## config.mk

```make
export PLATFORM = sky130hd
export DESIGN_NAME = seq_restoring_divider
export DESIGN_NICKNAME = d
export VERILOG_FILES = /design/src/rtl/div_pkg.sv /design/src/rtl/div_trial_subtractor.sv /design/src/rtl/seq_restoring_divider.sv
export SDC_FILE = /design/constraint.sdc
export NUM_CORES = 1
export LEC_CHECK = 0
export CAP_MARGIN = 0
export CORE_MARGIN = 4
export CORE_UTILIZATION = 58
export DETAILED_ROUTE_END_ITERATION = 12
export PLACE_DENSITY = 0.85
export SETUP_SLACK_MARGIN = 0.1
export SLEW_MARGIN = 20
export SYNTH_ARGS = -nofsm -noshare
export SYNTH_HDL_FRONTEND = slang
export SYNTH_SLANG_ARGS = --single-unit
```

## constraint.sdc

```tcl
create_clock -name clk -period 3 [get_ports clk]
set_input_delay 0.75 -clock clk [delete_from_list [all_inputs] [get_ports clk]]
set_output_delay 0.75 -clock clk [all_outputs]
set_load 0.01 [all_outputs]
```

## src/rtl/div_pkg.sv

```systemverilog
// Shared types and helpers for the sequential restoring divider.
package div_pkg;

    typedef enum logic [1:0] {
        StIdle,
        StCalc,
        StDone
    } div_state_e;

    // Counter must hold WIDTH itself, hence the +1.
    function automatic int unsigned cnt_width(input int unsigned width);
        return $clog2(width + 1);
    endfunction

endpackage

```

## src/rtl/div_trial_subtractor.sv

```systemverilog
// (N)-bit subtractor a - b built as a + ~b + 1 with a Kogge-Stone carry-lookahead prefix tree.
module div_trial_subtractor #(
    parameter int unsigned N = 9
) (
    input  logic [N-1:0] a_i,
    input  logic [N-1:0] b_i,
    output logic [N-1:0] diff_o,
    output logic         borrow_o
);

    localparam int unsigned Lvls = $clog2(N);

    logic [N-1:0]          b_inv;
    logic [N-1:0]          gen;
    logic [N-1:0]          prop;
    logic [Lvls:0][N-1:0]  grp_g;
    logic [Lvls:0][N-1:0]  grp_p;
    logic [N:0]            carry;
    logic                  unused_grp_p;

    assign b_inv = ~b_i;
    assign gen   = a_i & b_inv;
    assign prop  = a_i ^ b_inv;

    // The +1 carry-in is folded into the bit-0 generate term.
    assign grp_g[0] = {gen[N-1:1], gen[0] | prop[0]};
    assign grp_p[0] = prop;

    for (genvar l = 1; l <= Lvls; l++) begin : g_level
        for (genvar i = 0; i < N; i++) begin : g_bit
            if (i >= (1 << (l - 1))) begin : g_comb
                assign grp_g[l][i] = grp_g[l-1][i]
                                   | (grp_p[l-1][i] & grp_g[l-1][i-(1<<(l-1))]);
                assign grp_p[l][i] = grp_p[l-1][i] & grp_p[l-1][i-(1<<(l-1))];
            end else begin : g_pass
                assign grp_g[l][i] = grp_g[l-1][i];
                assign grp_p[l][i] = grp_p[l-1][i];
            end
        end
    end

    assign carry[0] = 1'b1;
    for (genvar i = 0; i < N; i++) begin : g_sum
        assign carry[i+1] = grp_g[Lvls][i];
        assign diff_o[i]  = prop[i] ^ carry[i];
    end

    assign borrow_o     = ~carry[N];
    assign unused_grp_p = ^grp_p[Lvls];

endmodule

```

## src/rtl/seq_restoring_divider.sv

```systemverilog
// Unsigned restoring divider: one quotient bit per clock, valid/ready on both sides.
module seq_restoring_divider
    import div_pkg::*;
#(
    parameter int unsigned WIDTH = 8
) (
    input  logic             clk,
    input  logic             rst_n,
    input  logic             in_valid,
    output logic             in_ready,
    input  logic [WIDTH-1:0] dividend,
    input  logic [WIDTH-1:0] divisor,
    output logic             out_valid,
    input  logic             out_ready,
    output logic [WIDTH-1:0] quotient,
    output logic [WIDTH-1:0] remainder,
    output logic             div_by_zero
);

    localparam int unsigned      CNT_W   = cnt_width(WIDTH);
    localparam logic [CNT_W-1:0] CntInit = CNT_W'(WIDTH);
    localparam logic [CNT_W-1:0] CntLast = CNT_W'(1);

    div_state_e       state_q;
    logic [CNT_W-1:0] cnt_q;
    logic [WIDTH:0]   r_q;
    logic [WIDTH-1:0] q_q;
    logic [WIDTH-1:0] divisor_q;
    logic [WIDTH-1:0] quot_q;
    logic [WIDTH-1:0] rem_q;
    logic             dbz_q;
    logic             out_valid_q;

    logic [WIDTH:0]   trial_a;
    logic [WIDTH:0]   trial_b;
    logic [WIDTH:0]   trial_diff;
    logic             trial_borrow;
    logic [WIDTH:0]   r_d;
    logic [WIDTH-1:0] q_d;
    logic             unused_r_msb;

    assign trial_a = {r_q[WIDTH-1:0], q_q[WIDTH-1]};
    assign trial_b = {1'b0, divisor_q};

    div_trial_subtractor #(
        .N (WIDTH + 1)
    ) u_trial (
        .a_i      (trial_a),
        .b_i      (trial_b),
        .diff_o   (trial_diff),
        .borrow_o (trial_borrow)
    );

    // Restore on borrow: keep the shifted partial remainder instead of the difference.
    assign r_d = trial_borrow ? trial_a : trial_diff;
    assign q_d = {q_q[WIDTH-2:0], ~trial_borrow};

    // R[WIDTH] only guards the trial subtraction; it is zero whenever a result is taken.
    assign unused_r_msb = r_q[WIDTH];

    always_ff @(posedge clk or negedge rst_n) begin
        if (!rst_n) begin
            state_q     <= StIdle;
            cnt_q       <= '0;
            r_q         <= '0;
            q_q         <= '0;
            divisor_q   <= '0;
            quot_q      <= '0;
            rem_q       <= '0;
            dbz_q       <= 1'b0;
            out_valid_q <= 1'b0;
        end else begin
            unique case (state_q)
                StIdle: begin
                    if (in_valid) begin
                        divisor_q <= divisor;
                        dbz_q     <= (divisor == '0);
                        if (divisor == '0) begin
                            quot_q      <= '1;
                            rem_q       <= dividend;
                            out_valid_q <= 1'b1;
                            state_q     <= StDone;
                        end else begin
                            r_q     <= '0;
                            q_q     <= dividend;
                            cnt_q   <= CntInit;
                            state_q <= StCalc;
                        end
                    end
                end
                StCalc: begin
                    r_q   <= r_d;
                    q_q   <= q_d;
                    cnt_q <= cnt_q - CntLast;
                    if (cnt_q == CntLast) begin
                        quot_q      <= q_d;
                        rem_q       <= r_d[WIDTH-1:0];
                        out_valid_q <= 1'b1;
                        state_q     <= StDone;
                    end
                end
                StDone: begin
                    if (out_ready) begin
                        out_valid_q <= 1'b0;
                        state_q     <= StIdle;
                    end
                end
                default: state_q <= StIdle;
            endcase
        end
    end

    assign in_ready    = (state_q == StIdle);
    assign out_valid   = out_valid_q;
    assign quotient    = quot_q;
    assign remainder   = rem_q;
    assign div_by_zero = dbz_q;

endmodule

```

# Word level (Yosys, flattened, before mapping)
# Cells that the tools add are included.
# W data, S select, Z words.
[classes]
bitwise = 59
addsub = 1
n_reduce_logical = 9
eq_ne = 8
n_mux = 28
[op_table]
columns = ["cell", "n"]
rows = [
  ["$mux W8", 11],
  ["$pmux W8 S2", 4],
  ["$and A1 B1 Y1", 29],
  ["$or A1 B1 Y1", 19],
  ["$and A9 B9 Y9", 1],
  ["$not A8 Y9", 1],
  ["$xor A9 B9 Y9", 1],
  ["$logic_not A8 Y1", 1],
  ["$mux W2", 4],
  ["$mux W4", 2],
  ["$ne A2 B2 Y1 const B", 4],
  ["$pmux W4 S2", 1],
  ["$xor A1 B1 Y1", 7],
  ["$pmux W2 S3", 1],
  ["$reduce_and A3 Y1", 2],
  ["$reduce_and A5 Y1", 1],
  ["$eq A4 B1 Y1 const B", 1],
  ["$mux W1", 4],
  ["$reduce_and A4 Y1", 1],
  ["$sub A4 B1 Y4 const B", 1],
  ["$pmux W1 S3", 1],
  ["$reduce_bool A3 Y1", 1],
  ["$eq A2 B1 Y1 const B", 1],
  ["$eq A2 B2 Y1 const B", 1],
  ["5 further kinds", 5],
]
[totals]
inputBits = 20
regBits = 48
output_inout_bits = 19

# Logic depth before layout (Yosys ltp)
# Gate-level depths: netlist of the first run.
[logic_depth]
word_depth = 12
ltp_mapped = 9
mapped_depth_nobuf = 9

# Hierarchy
# A second synthesis of the first run with hierarchy kept.
[hier_totals]
cells_unflattened = 262
area_unflattened_um2 = 2647.5
[by_module_without_submodules]
columns = ["mod", "cells_per_inst", "n_inst", "area_per_inst_um2", "seq_area_each_um2"]
rows = [
  ["seq_restoring_divider", 193, 1, 2182.1, 1201.2],
  ["div_trial_subtractor", 69, 1, 465.4, 0.0],
]

# Worst setup path after synthesis of the first run
# Ideal clock, no wire load.
[synth_timing]
path_type = "flip-flop to flip-flop"
from = "register r_q[4]"
to = "register rem_q[3], in the netlist remainder[3]"
stages_incl_launch_ff = 9
path_slack_ps = 971
arrival_ps = 1879
path_buffers = 1
setup_ps = 149
path_cell_list = "dfrtp_1 -> ha_1 -> o21a_1 -> o21ai_0 -> a31oi_4 -> or2_1 -> buf_6 -> a31oi_4 -> a41oi_1"
[synth_between]
elab_chain_len = 10
[synth_lines]
columns = ["element", "line_no", "source"]
rows = [
  ["start, declared", "seq_restoring_divider.sv:26", "logic [WIDTH:0] r_q;"],
  ["start signal, assigned", "seq_restoring_divider.sv:92", "r_q <= r_d;"],
  ["$and A9 B9 Y9", "div_trial_subtractor.sv:22", "assign gen = a_i & b_inv;"],
  ["$and A1 B1 Y1", "div_trial_subtractor.sv:33", "| (grp_p[l-1][i] & grp_g[l-1][i-(1<<(l-1))]);"],
  ["$or A1 B1 Y1", "div_trial_subtractor.sv:33", ""],
  ["$and A1 B1 Y1", "div_trial_subtractor.sv:33", ""],
  ["$or A1 B1 Y1 (2 in a row)", "div_trial_subtractor.sv:33", ""],
  ["$or A1 B1 Y1 (*)", "div_trial_subtractor.sv:33", ""],
  ["$mux W8 (*)", "seq_restoring_divider.sv:55", "assign r_d = trial_borrow ? trial_a : trial_diff;"],
  ["$mux W8 (*)", "seq_restoring_divider.sv:95", "if (cnt_q == CntLast) begin"],
  ["$pmux W8 S2 (*)", "seq_restoring_divider.sv:73", "unique case (state_q)"],
  ["end signal, assigned", "seq_restoring_divider.sv:80", "rem_q <= dividend;"],
  ["end signal, assigned", "seq_restoring_divider.sv:97", "rem_q <= r_d[WIDTH-1:0];"],
  ["end, declared", "seq_restoring_divider.sv:30", "logic [WIDTH-1:0] rem_q;"],
]
# Every way passes the cells marked *; elsewhere a longest branch is shown, timed or not. The select of a mux whose other input is x is not followed.
# A chain may end at the register's enable or synchronous reset.

# Worst setup path in the final report of the first run
[layout_timing]
from = "register divisor_q[1]"
to = "register rem_q[2], in the netlist remainder[2]"
[layout_between]
elab_chain_len = 12
[layout_lines]
columns = ["element", "line_no", "source"]
rows = [
  ["start, declared", "seq_restoring_divider.sv:28", "logic [WIDTH-1:0] divisor_q;"],
  ["start signal, assigned", "seq_restoring_divider.sv:76", "divisor_q <= divisor;"],
  ["$not A8 Y9 (*)", "div_trial_subtractor.sv:21", "assign b_inv = ~b_i;"],
  ["$and A9 B9 Y9", "div_trial_subtractor.sv:22", ""],
  ["$and A1 B1 Y1", "div_trial_subtractor.sv:33", ""],
  ["$or A1 B1 Y1", "div_trial_subtractor.sv:33", ""],
  ["$and A1 B1 Y1", "div_trial_subtractor.sv:33", ""],
  ["$or A1 B1 Y1", "div_trial_subtractor.sv:33", ""],
  ["$and A1 B1 Y1", "div_trial_subtractor.sv:33", ""],
  ["$or A1 B1 Y1 (2 in a row)", "div_trial_subtractor.sv:33", ""],
  ["$mux W8 (*)", "seq_restoring_divider.sv:55", ""],
  ["$mux W8 (*)", "seq_restoring_divider.sv:95", ""],
  ["$pmux W8 S2 (*)", "seq_restoring_divider.sv:73", ""],
]
# Marked as above.

==> results of run 1 <==
==> cell usage after synthesis, types with 2 or more instances <==
cell type | count | area (µm²)
a21oi_1 | 15 | 75.1
nor2_1 | 34 | 128
o21ai_1 | 11 | 55.1
nand2b_1 | 3 | 18.8
buf_4 | 3 | 22.5
nor4_2 | 2 | 25.0
nor3_1 | 3 | 15.0
inv_1 | 12 | 45.0
xor2_1 | 5 | 43.8
nand2_1 | 47 | 176
a21o_1 | 3 | 22.5
o2111ai_1 | 3 | 26.3
o21a_1 | 2 | 15.0
o21ai_0 | 10 | 50.1
a31oi_1 | 14 | 87.6
and2_1 | 2 | 12.5
dfrtp_1 | 48 | 1200
nand3_1 | 5 | 25.0
clkbuf_1 | 6 | 22.5
buf_2 | 5 | 25.0
a31oi_4 | 2 | 42.5
ha_1 | 10 | 125
or3_1 | 3 | 18.8
==> kinds of logic after synthesis <==
family	share of synthesized area (%)
flip-flops	46.9
XOR/XNOR	2.05
multiplexers	0.390
AND/OR/NAND/NOR	20.0
AO/OA/AOI/OAI	20.0
buffers and inverters	5.08
adder cells (fa/ha/maj)	5.66
==> worst paths after layout <==
kind	from	endpoint	slack, ns	cells past startpoint
min in group clk	r_q[7]	r_q[7]	0.50	2
worst max-delay path	divisor_q[1]	remainder[2]	0.64	8
worst min register to register	r_q[7]	r_q[7]	0.50	2
worst max register to register	divisor_q[1]	remainder[2]	0.64	8
worst min-delay path	rst_n	r_q[7]	0.34	1
max in group asynchronous	rst_n	state_q[1]	1.91	2
==> registers in the layout, summed over array words and instances (netlist names) <==
signal,count
cnt_q,4
div_by_zero,1
divisor_q,8
out_valid,1
q_q,8
quotient,8
r_q,8
remainder,8
state_q,2
==> per-layer routing <==
layer  global-route usage (%)  vias up  share of wire (%)
met5                        0        -                  0
met1                     31.9     1005                 48
met2                     33.7       51                 46
li1                         -     1042                  -
met4                     6.13        0                1.3
met3                     5.41        7                5.1
==> power breakdown <==
part / leakage, nW / total (mW) / switching, mW / internal [mW]
registers: 0.562 / 1.19 / 0.224 / 0.965
clock network: 0.0614 / 0.497 / 0.225 / 0.273
logic: 0.724 / 2.27 / 1.31 / 0.963
==> per-stage QoR <==
stage | std cells | total power [mW]
after floorplan | 280 | 2.84
after global placement | 358 | 3.37
after detailed placement | 358 | 3.44
after CTS | 366 | 3.96
after global routing | 366 | 4.28
final | 366 | 3.96
==> layout make-up <==
cell class	instances	area (µm²)	share of cell area [%]
Clock buffer	6	82.6	2.68
Clock inverter	2	38.8	1.26
Inverter	13	48.8	1.58
Multi-Input combinational cell	204	1230	40.0
Sequential cell	48	1200	39.0
Tap cell	50	62.6	2.03
Timing Repair Buffer	43	413	13.4
==> layout by cell type (no fill, tap or decap), types with 2 or more instances in the layout <==
| master | synthesis | layout |
|---|---|---|
| ha_1 | 10 | 10 |
| o2111ai_1 | 3 | 3 |
| o21ai_0 | 10 | 10 |
| nor3_1 | 3 | 3 |
| nor4_2 | 2 | 2 |
| dfrtp_1 | 48 | 48 |
| o21ai_1 | 11 | 11 |
| nand3_1 | 5 | 5 |
| a21o_1 | 3 | 3 |
| or3_1 | 3 | 3 |
| buf_4 | 3 | 5 |
| nor2_1 | 34 | 34 |
| a21oi_1 | 15 | 15 |
| nand2_1 | 47 | 47 |
| and2_1 | 2 | 2 |
| a31oi_1 | 14 | 14 |
| xor2_1 | 5 | 5 |
| o21a_1 | 2 | 2 |
| inv_1 | 12 | 12 |
| clkdlybuf4s50_1 | 0 | 37 |
| nand2b_1 | 3 | 3 |
| a31oi_4 | 2 | 2 |
| clkbuf_8 | 0 | 6 |
==> impl_metrics.toml, run 1 <==
[critical_path]
path_delay_family = "compound AO/OA/AOI/OAI gates"
cp-end-kind = "flop"
worstPathRequired_ns = 3.16
cp_slowest_cell = "dfrtp_1"
cp-start-kind = "flop"
cpPeakStageDelay_ns = 0.40
path_cells = "inv_1, ha_1, nor2b_1, o2111ai_1, a31oi_4, or2_1, a31oi_2, a31oi_1"
path_buf_inv = 1
arrival_ns = 2.51
critical_path_class = "reg2reg"
cp_max_fo = 8

[die]
initial_core_util_pct = 61.9
dieArea_mm2 = 0.00555
core_area_mm2 = 0.00414
rows = 23
die_w_um = 74.5
die-height_um = 74.5
num_io_pins = 39

[synthesis]
async_flop_share_pct = 100
postSynthAreaPerCell_um2 = 9.16
synth_nets = 311
synth-main-ff-cell = "dfrtp_1"
synth.ff_latch_count = 48
syn_inst = 280
synth_warnings = 0
synth-edff-count = 0
synth_cell_types = 55
syn_area_mm2 = 0.00256
yosysSeqAreaShare_pct = 46.9

[clock_tree]
clock-sinks = 48
htree_levels = 2
cts_max_path_buffers = 2
ctsHoldBuffers = 0
cts_tree = "yes"
clock_latency_ns = 0.32
ctsResizeCount = 0
cts_made_buffers = 5
post_cts_buffers = 0
clk_pin_slew_worst_paths_ns = 0.09
cts-root-buf = "clkbuf_8"

[global_routing]
grt_max_degree = 34
grt_pass1_vias = 1972
antenna_found_initial = 0
track_usage_pct = 22.2
overflow = 0
grt_pass1_wl_um = 9330

[route]
dr.pass1.iters = 4
drtIter0Drc = 177
drcViolationCount = 0
vias = 2105
wl_per_cell_um = 15.1
antenna_left = 0
routed_wirelength_um = 5520
routed_via_density = 5.75

[finish]
postLayoutCellArea_mm2 = 0.00308
nets = 346
final_core_util_pct = 74.3
drive_above_1_share_pct = 8.23
antenna_cells = 0
fillCellCount = 312
syn2layout_area_growth_pct = 20.1

[sta]
period_minus_slack_ns = 2.36
hold_ws_ns = 0.339
finalHoldViolations = 0
setup_viol = 0
fin_worst_skew_ns = 0.0153
finalSetupTns_ns = 0
period_share_pct = 78.5
max_freq_ghz = 0.425
relSlewSlack_pct = 61.7
worst_slew_pin_slew_ns = 0.574
fin_ws_ns = 0.644
report.final.slew_viol_count = 0
rsz0062_at_grt = "false"

[run]
drv_cap = 0

[place]
dp_hpwl_um = 4060
routabilityCongestion = 0.803
place_ws_ns = 0.349
placed_area_mm2 = 0.00296
portBuffers = 38

[power]
power_density_mw_per_mm2 = 1280
leakage_nw = 1.35
ir_worst_vdd_mv = 0.641

[outcome]
status = "completed"

[min_path]
hold_path_class = "in2async"
Power figures use the tool's default switching activity.
==> inputs of run 2 (changes only) <==
--- a/config.mk
+++ b/config.mk
@@ -7,9 +7,9 @@
 export LEC_CHECK = 0
 export CAP_MARGIN = 0
 export CORE_MARGIN = 4
-export CORE_UTILIZATION = 58
+export CORE_UTILIZATION = 49
 export DETAILED_ROUTE_END_ITERATION = 12
-export PLACE_DENSITY = 0.85
+export PLACE_DENSITY = 0.76
 export SETUP_SLACK_MARGIN = 0.1
 export SLEW_MARGIN = 20
 export SYNTH_ARGS = -nofsm -noshare
==> constraint.sdc (replaced) <==
create_clock -name clk -period 1.9 [get_ports clk]
set_input_delay 0.475 -clock clk [delete_from_list [all_inputs] [get_ports clk]]
set_output_delay 0.475 -clock clk [all_outputs]
set_load 0.01 [all_outputs]
==> impl_metrics.toml, run 2 (synthesis gave the netlist of run 1 again) <==
[outcome]
status = "finished with violations"
violations = "setup timing"

[critical_path]
cp_slowest_cell = "dfrtp_1"
cp-end-kind = "flop"
cpPeakStageDelay_ns = 0.42
worstPathRequired_ns = 2.14
arrival_ns = 2.23
path_buf_inv = 1
path_cells = "ha_4, nor2b_4, o2111ai_4, a31oi_4, buf_6, nor2_4, or3_4, a31oi_1"
path_delay_family = "simple AND/OR/NAND/NOR gates"
critical_path_class = "reg2reg"
cp-start-kind = "flop"
cp_max_fo = 6

[sta]
setup_viol = 13
relSlewSlack_pct = 68.3
worst_slew_pin_slew_ns = 0.475
fin_ws_ns = -0.0986
max_freq_ghz = 0.500
period_minus_slack_ns = 2.00
fin_worst_skew_ns = 0.0160
rsz0062_at_grt = "true"
finalHoldViolations = 0
report.final.slew_viol_count = 0
period_share_pct = 105
hold_ws_ns = 0.137

[power]
clock_power_share_pct = 10.3
swShare_pct = 42.2
p_seq_share_pct = 22.1
switchingPower_mw = 3.68
p_total_mw = 8.70
ir_worst_vdd_mv = 1.07
leakage_nw = 1.75
power_density_mw_per_mm2 = 2190
combPwrFrac_pct = 67.7
p_int_mw = 5.03

[clock_tree]
clock-sinks = 48
cts-root-buf = "clkbuf_8"
clk_pin_slew_worst_paths_ns = 0.10
htree_levels = 2
cts_tree = "yes"
clock_latency_ns = 0.31
cts_made_buffers = 5
cts_max_path_buffers = 2

[place]
routabilityCongestion = 0.856
place_ws_ns = -0.397
dp_hpwl_um = 4720
portBuffers = 38

[route]
wl_per_cell_um = 16.6
antenna_left = 0
routed_wirelength_um = 7390
drtIter0Drc = 126
vias = 2485
routed_via_density = 5.58
dr.pass1.iters = 4
drcViolationCount = 0

[die]
initial_core_util_pct = 50.5
num_io_pins = 39
die_w_um = 80.3
rows = 26
die-height_um = 80.3
core_area_mm2 = 0.00507
dieArea_mm2 = 0.00645

[global_routing]
track_usage_pct = 23.3
grt_pass1_wl_um = 11600
overflow = 0
grt_pass1_vias = 2440
grt_max_degree = 49
antenna_found_initial = 0

[finish]
final_cell_mix = "buf_4, nand2_1, dfrtp_1, nor2_1, clkdlybuf4s50_1"
syn2layout_area_growth_pct = 55.0
nets = 405
drive_above_1_share_pct = 35.2
layout_commonest_cell = "buf_4"
final_core_util_pct = 78.3
antenna_cells = 0

[min_path]
hold_path_class = "in2async"

[run]
drv_cap = 0
run 2: repair_timing:
item,in CTS,in global routing
buffers inserted,4,6
pin swaps,15,18
setup endpoints to repair,38,29
cloned,2,0
gates resized for setup,51,23
hold buffers,0,0
run 2: worst paths after layout:
path	start	cells after the start	slack (ns)	endpoint
setup / recovery	r_q[0]	8	-0.1	remainder[1]
hold / removal	rst_n	2	0.14	r_q[0]
setup reg to reg	r_q[0]	8	-0.1	remainder[1]
hold reg to reg	r_q[7]	2	0.49	r_q[7]
max in group asynchronous	rst_n	2	1.53	state_q[0]
min in group clk	r_q[7]	2	0.49	r_q[7]
run 2: final cells by class:
type / instances / area [µm²]
multi-input cells: 204 / 1530
well taps: 70 / 87.6
flip-flops and latches: 48 / 1200
repair buffers: 102 / 971
clock inverters: 3 / 68.8
inverters: 13 / 48.8
fillers: 329 / 1100
clock buffers: 5 / 68.8
run 2: layer usage:
metal	share of wire, %	up-vias	routed length, µm	GRT usage (%)
li1	-	1157	-	-
met1	41	1230	3050	29.3
met2	52	87	3860	40.4
met3	5.2	11	383	4.93
met4	1.3	0	97	6.42
met5	0	-	0	0
run 2: power groups by stage:
stage	clock [mW]	sequential [mW]	combinational (mW)
2_1_floorplan	0	1.86	2.79
3_3_place_gp	0	1.85	4.56
3_5_place_dp	0	1.86	4.72
4_1_cts	0.896	1.89	5.36
5_1_grt	0.949	1.97	6.36
6_report	0.893	1.92	5.89
run 2: metrics by stage:
stage | instance area (µm²) | instances | TNS, ns
finish | 3970 | 445 | -0.633
detailed placement | 3450 | 427 | -9.90
global route | 3970 | 445 | -1.83
global placement | 3450 | 427 | -8.93
floorplan | 2610 | 280 | -0.0409
CTS | 3820 | 439 | -0.599
